<file path="src/rtl/alu_pkg.sv">
// Shared definitions for the ALU stage: width, opcodes, FSM states and
// the single-cycle operation helper used by the EXEC path.
package alu_pkg;

  localparam int WIDTH = 8;

  localparam logic [2:0] OP_ADD = 3'd0;
  localparam logic [2:0] OP_SUB = 3'd1;
  localparam logic [2:0] OP_AND = 3'd2;
  localparam logic [2:0] OP_OR  = 3'd3;
  localparam logic [2:0] OP_XOR = 3'd4;
  localparam logic [2:0] OP_SHL = 3'd5;
  localparam logic [2:0] OP_SHR = 3'd6;
  localparam logic [2:0] OP_MUL = 3'd7;

  typedef enum logic [1:0] {
    IDLE = 2'd0,
    EXEC = 2'd1,
    MUL  = 2'd2,
    DONE = 2'd3
  } alu_state_e;

  // Returns {carry, result}. Opcode 111 is a pass-through of A here; the
  // real product comes from the sequential multiplier when it is built.
  function automatic logic [WIDTH:0] alu_calc(input logic [2:0] op,
                                              input logic [WIDTH-1:0] a,
                                              input logic [WIDTH-1:0] b);
    logic [WIDTH:0] res;
    case (op)
      OP_ADD:  res = {1'b0, a} + {1'b0, b};
      OP_SUB:  res = {1'b0, a} - {1'b0, b};
      OP_AND:  res = {1'b0, a & b};
      OP_OR:   res = {1'b0, a | b};
      OP_XOR:  res = {1'b0, a ^ b};
      OP_SHL:  res = {a, 1'b0};
      OP_SHR:  res = {a[0], 1'b0, a[WIDTH-1:1]};
      default: res = {1'b0, a};
    endcase
    return res;
  endfunction

endpackage

</file>
<file path="src/rtl/alu_stage_if.sv">
// Operand, control and result signals of the ALU stage.
// Handshake: start is accepted only when busy=0; done pulses for one cycle
// when R and the flags have just been updated. start while busy is dropped.
interface alu_stage_if;
  import alu_pkg::*;

  logic [WIDTH-1:0] Acc_in;
  logic [WIDTH-1:0] Bus_in;
  logic             WE_B;
  logic [2:0]       op;
  logic             start;
  logic             OE;
  logic [WIDTH-1:0] Alu_out;
  logic             Z;
  logic             C;
  logic             N;
  logic             busy;
  logic             done;

  modport master (
    output Acc_in, Bus_in, WE_B, op, start, OE,
    input  Alu_out, Z, C, N, busy, done
  );

  modport slave (
    input  Acc_in, Bus_in, WE_B, op, start, OE,
    output Alu_out, Z, C, N, busy, done
  );
endinterface

</file>
<file path="src/rtl/alu_mul_seq.sv">
// Iterative 8x8 shift-add multiplier: load captures the operands, each step
// consumes one multiplier bit; the product is complete after 8 steps.
module alu_mul_seq
  import alu_pkg::*;
(
  input  logic                 clk,
  input  logic                 rst,
  input  logic                 load,
  input  logic                 step,
  input  logic [WIDTH-1:0]     a,
  input  logic [WIDTH-1:0]     b,
  output logic [2*WIDTH-1:0]   product
);

  logic [2*WIDTH-1:0] mcand;
  logic [WIDTH-1:0]   mplier;

  always_ff @(posedge clk) begin
    if (rst) begin
      mcand   <= '0;
      mplier  <= '0;
      product <= '0;
    end else if (load) begin
      mcand   <= {{WIDTH{1'b0}}, a};
      mplier  <= b;
      product <= '0;
    end else if (step) begin
      if (mplier[0]) product <= product + mcand;
      mcand  <= mcand << 1;
      mplier <= mplier >> 1;
    end
  end

endmodule

</file>
<file path="src/rtl/alu_stage.sv">
// ALU stage behind the accumulator: B register, 8 operations, Z/C/N flags
// and an OE-gated bus output. Define ALU_MUL_EN to build the multiplier.
module alu_stage
  import alu_pkg::*;
(
  input  logic        CLK,
  input  logic        RESET,
  alu_stage_if.slave  bus,
  output alu_state_e  state_dbg
);

  alu_state_e       state, next_state;
  logic [WIDTH-1:0] b_reg, a_q, b_q, r_q, alu_out_q;
  logic [2:0]       op_q;
  logic             z_q, c_q, n_q;
  logic             capture, write_r, busy, done;
  logic [WIDTH:0]   exec_res;
  logic [WIDTH-1:0] r_new;
  logic             c_new;

`ifdef ALU_MUL_EN
  logic               mul_load, mul_step;
  logic [3:0]         cnt;
  logic [2*WIDTH-1:0] product;

  alu_mul_seq u_mul (
    .clk     (CLK),
    .rst     (RESET),
    .load    (mul_load),
    .step    (mul_step),
    .a       (bus.Acc_in),
    .b       (b_reg),
    .product (product)
  );

  // Nine cycles in MUL: eight multiply steps, then the write-back cycle.
  always_ff @(posedge CLK) begin
    if (RESET)         cnt <= '0;
    else if (mul_load) cnt <= '0;
    else if (mul_step) cnt <= cnt + 4'd1;
  end
`endif

  always_ff @(posedge CLK) begin
    if (RESET) state <= IDLE;
    else       state <= next_state;
  end

  always_comb begin
    next_state = state;
    capture    = 1'b0;
    write_r    = 1'b0;
    busy       = 1'b0;
    done       = 1'b0;
`ifdef ALU_MUL_EN
    mul_load   = 1'b0;
    mul_step   = 1'b0;
`endif
    case (state)
      IDLE, DONE: begin
        done       = (state == DONE);
        next_state = IDLE;
        if (bus.start) begin
          capture = 1'b1;
`ifdef ALU_MUL_EN
          if (bus.op == OP_MUL) begin
            next_state = MUL;
            mul_load   = 1'b1;
          end else begin
            next_state = EXEC;
          end
`else
          next_state = EXEC;
`endif
        end
      end
      EXEC: begin
        busy       = 1'b1;
        write_r    = 1'b1;
        next_state = DONE;
      end
      MUL: begin
        busy = 1'b1;
`ifdef ALU_MUL_EN
        if (cnt == 4'd8) begin
          write_r    = 1'b1;
          next_state = DONE;
        end else begin
          mul_step = 1'b1;
        end
`else
        next_state = IDLE;
`endif
      end
      default: next_state = IDLE;
    endcase
  end

  always_comb begin
    exec_res = alu_calc(op_q, a_q, b_q);
    r_new    = exec_res[WIDTH-1:0];
    c_new    = exec_res[WIDTH];
`ifdef ALU_MUL_EN
    if (state == MUL) begin
      r_new = product[WIDTH-1:0];
      c_new = |product[2*WIDTH-1:WIDTH];
    end
`endif
  end

  // B loads independently of the FSM; the running op works on its own copy.
  always_ff @(posedge CLK) begin
    if (RESET) begin
      b_reg     <= '0;
      a_q       <= '0;
      b_q       <= '0;
      op_q      <= '0;
      r_q       <= '0;
      alu_out_q <= '0;
      z_q       <= 1'b0;
      c_q       <= 1'b0;
      n_q       <= 1'b0;
    end else begin
      if (bus.WE_B) b_reg <= bus.Bus_in;
      if (capture) begin
        a_q  <= bus.Acc_in;
        b_q  <= b_reg;
        op_q <= bus.op;
      end
      if (bus.OE) alu_out_q <= r_q;
      if (write_r) begin
        r_q <= r_new;
        c_q <= c_new;
        z_q <= (r_new == '0);
        n_q <= r_new[WIDTH-1];
      end
    end
  end

  assign bus.Alu_out = alu_out_q;
  assign bus.Z       = z_q;
  assign bus.C       = c_q;
  assign bus.N       = n_q;
  assign bus.busy    = busy;
  assign bus.done    = done;
  assign state_dbg   = state;

endmodule
</file>
<file path="src/flat_wrapper.sv">
// flat-port wrapper written by rule: the top's interface ports become plain ports
module alu_stage_flat import alu_pkg::*;
  (CLK, RESET, state_dbg, bus_Acc_in, bus_Bus_in, bus_WE_B, bus_op, bus_start, bus_OE, bus_Alu_out, bus_Z, bus_C, bus_N, bus_busy, bus_done);
  alu_stage_if bus_i ();
  input  logic CLK;
  input  logic RESET;
  output alu_state_e state_dbg;
  input wire logic [$bits(bus_i.Acc_in)-1:0] bus_Acc_in;
  input wire logic [$bits(bus_i.Bus_in)-1:0] bus_Bus_in;
  input wire logic [$bits(bus_i.WE_B)-1:0] bus_WE_B;
  input wire logic [$bits(bus_i.op)-1:0] bus_op;
  input wire logic [$bits(bus_i.start)-1:0] bus_start;
  input wire logic [$bits(bus_i.OE)-1:0] bus_OE;
  output wire logic [$bits(bus_i.Alu_out)-1:0] bus_Alu_out;
  output wire logic [$bits(bus_i.Z)-1:0] bus_Z;
  output wire logic [$bits(bus_i.C)-1:0] bus_C;
  output wire logic [$bits(bus_i.N)-1:0] bus_N;
  output wire logic [$bits(bus_i.busy)-1:0] bus_busy;
  output wire logic [$bits(bus_i.done)-1:0] bus_done;
  assign bus_i.Acc_in = bus_Acc_in;
  assign bus_i.Bus_in = bus_Bus_in;
  assign bus_i.WE_B = bus_WE_B;
  assign bus_i.op = bus_op;
  assign bus_i.start = bus_start;
  assign bus_i.OE = bus_OE;
  assign bus_Alu_out = bus_i.Alu_out;
  assign bus_Z = bus_i.Z;
  assign bus_C = bus_i.C;
  assign bus_N = bus_i.N;
  assign bus_busy = bus_i.busy;
  assign bus_done = bus_i.done;
  alu_stage u_core (.CLK(CLK), .RESET(RESET), .bus(bus_i), .state_dbg(state_dbg));
endmodule
</file>
<file path="config.mk">
export PLATFORM = sky130hd
export DESIGN_NAME = alu_stage_flat
export DESIGN_NICKNAME = d
export VERILOG_FILES = /design/src/rtl/alu_pkg.sv /design/src/rtl/alu_stage_if.sv /design/src/rtl/alu_mul_seq.sv /design/src/rtl/alu_stage.sv /design/src/flat_wrapper.sv
export SDC_FILE = /design/constraint.sdc
export NUM_CORES = 1
export LEC_CHECK = 0
export BUFFER_PORTS_ARGS = -buffer_cell sky130_fd_sc_hd__buf_2
export CAP_MARGIN = 20
export CELL_PAD_IN_SITES_DETAIL_PLACEMENT = 0
export CELL_PAD_IN_SITES_GLOBAL_PLACEMENT = 1
export CORE_ASPECT_RATIO = 1.75
export CORE_MARGIN = 2
export CORE_UTILIZATION = 46
export CTS_CLUSTER_SIZE = 8
export DETAILED_ROUTE_END_ITERATION = 8
export MAX_ROUTING_LAYER = met4
export PLACE_DENSITY_LB_ADDON = 0.1
export SLEW_MARGIN = 5
export SYNTH_ARGS = -nofsm -noshare
export SYNTH_HDL_FRONTEND = slang
export SYNTH_SLANG_ARGS = --single-unit
</file>
<file path="constraint.sdc">
create_clock -name CLK -period 5.3 [get_ports CLK]
set_clock_uncertainty 0.2 [all_clocks]
set_input_delay 0.53 -clock CLK [delete_from_list [all_inputs] [get_ports CLK]]
set_output_delay 0.53 -clock CLK [all_outputs]
set_load 0.05 [all_outputs]
</file>
Yosys cells after proc, flatten, opt, wreduce, memory -nomap -nowiden
Cells that the tools add are included.

cells by class
  add/subtract/negate cells = 2
  equal/unequal tests = 9
  reductions and logical operators = 5
  multiplexer cells = 8
  bitwise gates (word level) = 3

operators with widths
  kind                                                                   count
  9-bit one-hot mux with 7 select lines                                  1
  8-bit by 8-bit adder with 9-bit output                                 1
  3-bit equality test, second input constant                             3
  8-bit by 8-bit subtractor with 9-bit output                            1
  8-bit bitwise AND                                                      1
  8-bit zero test                                                        1
  8-bit OR                                                               1
  8-bit bitwise XOR                                                      1
  3-bit by 2-bit equality test with 1-bit output, second input constant  2
  1-bit two-way mux                                                      6
  2-bit one-hot mux with 3 select lines                                  1
  2-bit equality test, second input constant                             2
  2-bit OR reduction                                                     2
  3-bit by 1-bit equality test with 1-bit output, second input constant  1
  3-bit zero test                                                        1
  2-bit by 1-bit equality test with 1-bit output, second input constant  1
  2-bit zero test                                                        1

storage, ports and cells
  output and inout bits = 15
  flip-flop bits (word level) = 48
  logic and storage cells = 37

Longest topological paths before layout
Gate-level depths: netlist of the first run.

  depth in word-level cells = 3
  depth in mapped cells = 14

Worst setup path before layout of the first run
OpenSTA, ideal clock, no wires.

  path kind = register -> register
  from = reg u_core.op_q[1]
  to = reg u_core.c_q, in the netlist u_core.bus.C
  data arrival time = 2,543 ps
  stages on the path, launching flop included = 14
  setup slack = 2,466 ps
  period minus slack after synthesis = 2,834 ps
  path buffers = 1
  cells stage by stage = dfxtp_1 -> buf_6 -> nor2_1 -> nand2_1 -> nand2_1 -> o21ai_0 -> fa_1 -> nand2b_1 -> a211oi_1 -> o21a_1 -> o41a_1 -> xor2_1 -> nand2_1 -> a311oi_1

on the way
  word-level cells in the longest chain between the ends = 2
  elaborated cells between the ends (all ways) = 8
  classes of those cells = eq/ne (6); mux (1); reduce/logical (1)

ends and longest elaborated chain
  element                                            line              source
  from (decl)                                        alu_stage.sv:14   logic [2:0] op_q;
  from (signal assigned)                             alu_stage.sv:128  op_q <= bus.op;
  3-bit equality test, or another cell as far along  alu_pkg.sv:29     case (op)
  9-bit one-hot mux with 7 select lines *            alu_pkg.sv:29
  to (signal assigned)                               alu_stage.sv:133  c_q <= c_new;
  to (decl)                                          alu_stage.sv:15   logic z_q, c_q, n_q;

Every way passes the cells marked *; elsewhere a longest branch is shown, timed or not.
A chain may end at the register's enable or synchronous reset.

Final worst setup path of the first run
  from = reg u_core.op_q[2]
  to = reg u_core.z_q, in the netlist u_core.bus.Z

on the way
  word-level cells in the longest chain between the ends = 3
  elaborated cells between the ends (all ways) = 9
  classes of those cells = eq/ne (6); mux (1); reduce/logical (2)

ends and longest elaborated chain
  element                                            line              source
  3-bit equality test, or another cell as far along  alu_pkg.sv:29
  9-bit one-hot mux with 7 select lines *            alu_pkg.sv:29
  8-bit zero test *                                  alu_stage.sv:134  z_q <= (r_new == '0);
  to (signal assigned)                               alu_stage.sv:134
  to (decl)                                          alu_stage.sv:15

Marks and branches as above.

==> results of run 1 <==
per-layer routing:
metal | track usage (%) | wire length, um | vias to the layer above | part of all wire [%]
met4 | 8.66 | 175 | 0 | 2.4
li1 | - | - | 1289 | -
met2 | 42.0 | 3850 | 41 | 53
met5 | - | 0 | - | 0
met1 | 23.8 | 3020 | 1224 | 42
met3 | 3.07 | 175 | 12 | 2.4
cells by family after synthesis:
kind of cell	count (synthesis)	synth area share, %
compound gates	82	18.3
xor+xnor	9	2.67
fa+ha+maj	28	12.1
buf+inv	46	6.83
flops	47	31.9
mux	26	9.46
simple gates	123	18.7
per-stage QoR:
stage	setup slack, ns	instance area (um2)
2_1_floorplan	2.47	2950
3_3_place_gp	2.07	3160
3_5_place_dp	2.00	3160
4_1_cts	1.97	3270
5_1_grt	1.65	3270
6_report	1.98	3270
critical path, stage by stage, from the launching register on:
cell	delay (ns)
dfxtp_1	0.31
buf_4	0.21
nor2_1	0.34
nand2_1	0.26
o31ai_1	0.15
xnor2_1	0.20
ha_1	0.30
nor2_1	0.16
a211oi_1	0.07
o21a_1	0.20
or4b_1	0.50
nand3_1	0.12
nand4b_1	0.12
o22ai_2	0.12
worst max path at each step:
stage | from | to | slack (ns) | cells past startpoint
final | u_core.op_q[2] | u_core.bus.Z | 1.98 | 13
after global routing | u_core.op_q[2] | u_core.bus.C | 1.65 | 13
after CTS | u_core.op_q[2] | u_core.bus.C | 1.97 | 13
after detailed placement | u_core.op_q[2] | u_core.bus.C | 2.00 | 13
after global placement | u_core.op_q[2] | u_core.bus.Z | 2.07 | 13
after floorplan | u_core.op_q[1] | u_core.bus.C | 2.47 | 13
report_power, final:
group          internal, W  switching (W)  leakage, nW  total [W]
Clock             0.000153       0.000121       0.0612   0.000273
Combinational     0.000121       0.000180         1.01   0.000301
Sequential        0.000377      0.0000229        0.384   0.000399
cells in the final DEF (no fill, tap or decap), drive strengths merged, types with 2 or more instances in the layout:
| cell type | instances |
|---|---|
| buf | 41 |
| dfxtp | 47 |
| clkbuf | 6 |
| a31oi | 2 |
| a221oi | 3 |
| nor3 | 2 |
| nor2 | 36 |
| a21o | 3 |
| nand2 | 55 |
| nand2b | 7 |
| o31ai | 4 |
| nand3b | 2 |
| a211oi | 4 |
| a21oi | 34 |
| inv | 25 |
| mux2i | 23 |
| nand3 | 4 |
| o21ai | 11 |
| xnor2 | 7 |
| nand4 | 3 |
| mux2 | 2 |
| or2 | 3 |
| nor2b | 6 |
| a32oi | 2 |
| o211ai | 3 |
| ha | 27 |
| o22ai | 3 |
| xor2 | 2 |
layout make-up:
type	count	area [um2]
clock inverter	2	35.0
sequential	47	941
inverter	25	93.8
clock buffer	6	82.6
fill	649	2910
timing repair buffer	41	213
tap	80	100
multi-input combinational	268	1810
==> flow_metrics.env, run 1 <==
export IMPL_run_status="completed"
export IMPL_p_leak_nw=1.46
export IMPL_path_max_fanout=29
export IMPL_syn_inst=361
export IMPL_dieArea_um2=7100
export IMPL_drc=0
export IMPL_wirelength_um=7220
export IMPL_hold_path_class="primary input to register"
export IMPL_grt_max_degree=49
export IMPL_vias_per_cell=5.47
export IMPL_syn_num_nets=413
export IMPL_min_period_over_period_pct=62.7
export IMPL_finalHoldViolations=0
export IMPL_cap_violations=0
export IMPL_cts_setup_buffers=0
export IMPL_insertion_delay_ns=0.31
export IMPL_critical_path_required_ns=5.34
export IMPL_fin_util_pct=53.0
export IMPL_finalCriticalPeriod_ns=3.32
export IMPL_ys_ff_latch=47
export IMPL_drive_gt1_share_pct=15.7
export IMPL_clk_pin_slew_ns=0.08
export IMPL_synth_top_cells_by_area="dfxtp_1 (32%), ha_1 (11%), mux2i_1 (7.8%), nand2_1 (7.0%), a21oi_1 (5.8%)"
export IMPL_routabilityCongestion=0.909
export IMPL_cp_start_kind="register"
export IMPL_drt_iter0_drc=103
export IMPL_htreeDepth=2
export IMPL_hp_start="bus_Acc_in[1]"
export IMPL_p_total_w=0.000974
export IMPL_maxSlewHeadroom_pct=43.9
export IMPL_reg2reg_to="u_core.bus.Z"
export IMPL_tightestPinTransition_ns=0.842
export IMPL_cts_hold_buf=0
export IMPL_ys_seq_area_share_pct=31.9
export IMPL_synth_top_area_cell="dfxtp_1"
export IMPL_hold_ws_ns=0.248
export IMPL_rr_worst_depth=13
export IMPL_synthTopCellsByCount="nand2_1 (55), dfxtp_1 (47), nor2_1 (36), a21oi_1 (34), ha_1 (27)"
export IMPL_synth_distinct_cells=55
export IMPL_grt_pass1_vias=2416
export IMPL_irDropWorstVdd_v=0.000241
export IMPL_vias=2566
export IMPL_syn_avg_cell_area_um2=8.17
export IMPL_synth_edf_count=0
export IMPL_ys_async_sr_fraction_pct=0
export IMPL_grt_first_pass_wirelength_um=11900
export IMPL_overflow=0
export IMPL_coreArea_um2=6180
export IMPL_synth_top_area_share_pct=31.9
export IMPL_antenna_found_initial=0
export IMPL_cts_tree="yes"
export IMPL_rr_startpoint="u_core.op_q[2]"
export IMPL_reg2reg_slack_ns=1.98
export IMPL_place_inst=461
export IMPL_antenna_diode_count=0
export IMPL_cts_root_buf="clkbuf_8"
export IMPL_cts_buffer_depth=2
export IMPL_first_pass_iters=4
export IMPL_start_util_pct=47.7
export IMPL_cts_buffers=5
export IMPL_tns_ns=0
export IMPL_worstSetupPathType="register to register"
export IMPL_postRouteAntennaNets=0
export IMPL_post_cts_resized=0
export IMPL_grt_usage_pct=22.5
export IMPL_netlist_area_um2=2950
export IMPL_ys_warn_count=0
export IMPL_fmax_mhz=301
export IMPL_synth_most_common_cell="nand2_1"
export IMPL_hold_path_end="u_core.a_q[1]"
export IMPL_setup_viol=0
export IMPL_instances_no_fill=469
export IMPL_io_pins=39
export IMPL_cts_sinks=47
export IMPL_die_y_um=110
export IMPL_num_rows=38
export IMPL_areaGrowthSynthToFinish_pct=10.9
export IMPL_slew_violations=0
export IMPL_wl_per_cell_um=15.4
export IMPL_whs_path_depth=3
export IMPL_endpoint_kind="register"
export IMPL_synthFlopType="dfxtp_1"
export IMPL_port_buffers=38
export IMPL_die_w_um=64.5
export IMPL_rsz0062_at_grt="no"
export IMPL_nNetsFinal=440
export IMPL_powerDensity_nw_per_um2=297
export IMPL_cp_arrival_ns=3.36
export IMPL_hpwl_um=5460
Power figures use the tool's default switching activity.
==> run 2, diff against run 1 <==
--- a/config.mk
+++ b/config.mk
@@ -11,7 +11,7 @@
 export CELL_PAD_IN_SITES_GLOBAL_PLACEMENT = 1
 export CORE_ASPECT_RATIO = 1.75
 export CORE_MARGIN = 2
-export CORE_UTILIZATION = 46
+export CORE_UTILIZATION = 43
 export CTS_CLUSTER_SIZE = 8
 export DETAILED_ROUTE_END_ITERATION = 8
 export MAX_ROUTING_LAYER = met4
==> constraint.sdc (replaced) <==
create_clock -name CLK -period 3.24 [get_ports CLK]
set_clock_uncertainty 0.2 [all_clocks]
set_input_delay 0.324 -clock CLK [delete_from_list [all_inputs] [get_ports CLK]]
set_output_delay 0.324 -clock CLK [all_outputs]
set_load 0.05 [all_outputs]
==> run 2 against run 1 <==
Non-clock buffer count up 4. Register-to-register slack worse by 1.7 ns. Design area is 2.1% higher. Maximum frequency grew 12%. Sequential power up 64%. Worst hold slack worse by 0.18 ns. Largest power group unchanged.
==> flow_metrics.env, run 2 (synthesized netlist as in run 1, its figures left out) <==
export IMPL_endpoint_kind="register"
export IMPL_wirelength_um=7450
export IMPL_run_status="completed"
export IMPL_p_leak_nw=1.49
export IMPL_grt_usage_pct=22.4
export IMPL_min_period_over_period_pct=91.3
export IMPL_io_pins=39
export IMPL_hpwl_um=5800
export IMPL_areaGrowthSynthToFinish_pct=13.3
export IMPL_wl_met3_um=220
export IMPL_drt_iter0_drc=122
export IMPL_port_buffers=38
export IMPL_die_y_um=114
export IMPL_coreArea_um2=6760
export IMPL_final_cell_mix="nand2_1 (55), dfxtp_1 (47), buf_2 (38)"
export IMPL_cts_buffers=5
export IMPL_clk_pin_slew_ns=0.06
export IMPL_postLayoutCellArea_um2=3340
export IMPL_grt_first_pass_wirelength_um=12500
export IMPL_finalHoldViolations=0
export IMPL_htreeDepth=2
export IMPL_insertion_delay_ns=0.29
export IMPL_fmax_mhz=338
export IMPL_postRouteAntennaNets=0
export IMPL_placed_area_um2=3190
export IMPL_critical_path_required_ns=3.26
export IMPL_p_total_w=0.00168
export IMPL_post_cts_resized=0
export IMPL_routed_top_layer="met4"
export IMPL_hold_ws_ns=0.0699
export IMPL_layout_cells_most_common="nand2_1"
export IMPL_routabilityCongestion=0.888
export IMPL_vias_per_cell=5.27
export IMPL_antenna_diode_count=0
export IMPL_tns_ns=0
export IMPL_path_max_fanout=5
export IMPL_cp_start_kind="register"
export IMPL_rsz0062_at_grt="no"
export IMPL_grt_pass1_vias=2546
export IMPL_tightestPinTransition_ns=0.649
export IMPL_hold_path_class="primary input to register"
export IMPL_met2WireLength_um=3920
export IMPL_fin_util_pct=49.5
export IMPL_antenna_found_initial=0
export IMPL_worstSetupPathType="register to register"
export IMPL_overflow=0
export IMPL_irDropWorstVdd_v=0.000354
export IMPL_drive_gt1_share_pct=16.3
export IMPL_nNetsFinal=444
export IMPL_cp_arrival_ns=2.97
export IMPL_cts_buffer_depth=2
export IMPL_dieArea_um2=7570
export IMPL_cts_hold_buf=0
export IMPL_num_rows=40
export IMPL_cap_violations=0
export IMPL_cts_root_buf="clkbuf_16"
export IMPL_first_pass_iters=4
export IMPL_maxSlewHeadroom_pct=56.6
export IMPL_slew_violations=0
export IMPL_finalCriticalPeriod_ns=2.96
export IMPL_wl_per_cell_um=15.6
export IMPL_cts_sinks=47
export IMPL_grt_max_degree=29
export IMPL_drc=0
export IMPL_reg2reg_slack_ns=0.28
export IMPL_vias=2513
export IMPL_wl_met1_um=3060
export IMPL_start_util_pct=43.7
export IMPL_setup_viol=0
export IMPL_cts_tree="yes"
export IMPL_die_w_um=66.6
export IMPL_cts_setup_buffers=0
export IMPL_powerDensity_nw_per_um2=501
[run 2: report_power, final]
group | internal [W] | switching [W] | total, W | leakage [nW]
logic | 0.000201 | 0.000301 | 0.000503 | 1.03
clock network | 0.000309 | 0.000210 | 0.000519 | 0.0741
registers | 0.000617 | 0.0000373 | 0.000654 | 0.384
[run 2: layer usage]
layer	up-vias	GRT usage [%]
met3	18	3.65
met5	-	-
li1	1298	-
met4	0	9.39
met2	43	39.0
met1	1154	24.6
[run 2: final cells by class]
type,instances,area (um2)
Inverter,25,93.8
Sequential cell,47,941
Clock inverter,1,8.76
Clock buffer,7,143
Multi-Input combinational cell,268,1810
Tap cell,84,105
Timing Repair Buffer,45,243
Fill cell,710,3410
[run 2: path summary, 6_finish.rpt]
| check | startpoint | end | depth (start not counted) |
|---|---|---|---|
| max | u_core.b_q[0] | u_core.bus.Z | 12 |
| min | bus_Bus_in[7] | u_core.b_reg[7] | 3 |
| max reg2reg | u_core.b_q[0] | u_core.bus.Z | 12 |
| min reg2reg | u_core.b_reg[5] | u_core.b_q[5] | 2 |
[run 2: worst max-delay path, cell delays in order, from the launching register on]
cell and delay, ns:
dfxtp_1 0.40, inv_1 0.11, ha_1 0.25, a21oi_1 0.16, xnor2_1 0.18, ha_1 0.32
nand2b_1 0.13, a211oi_1 0.08, o21a_1 0.20, or4b_1 0.50, nand3_1 0.12, nand4b_1 0.13
o22ai_2 0.12
[run 2: through the flow]
step | setup slack [ns] | instances
after global routing | 0.0275 | 477
after detailed placement | 0.290 | 469
after floorplan | 0.406 | 361
after global placement | 0.337 | 469
final | 0.281 | 477
after CTS | 0.267 | 477
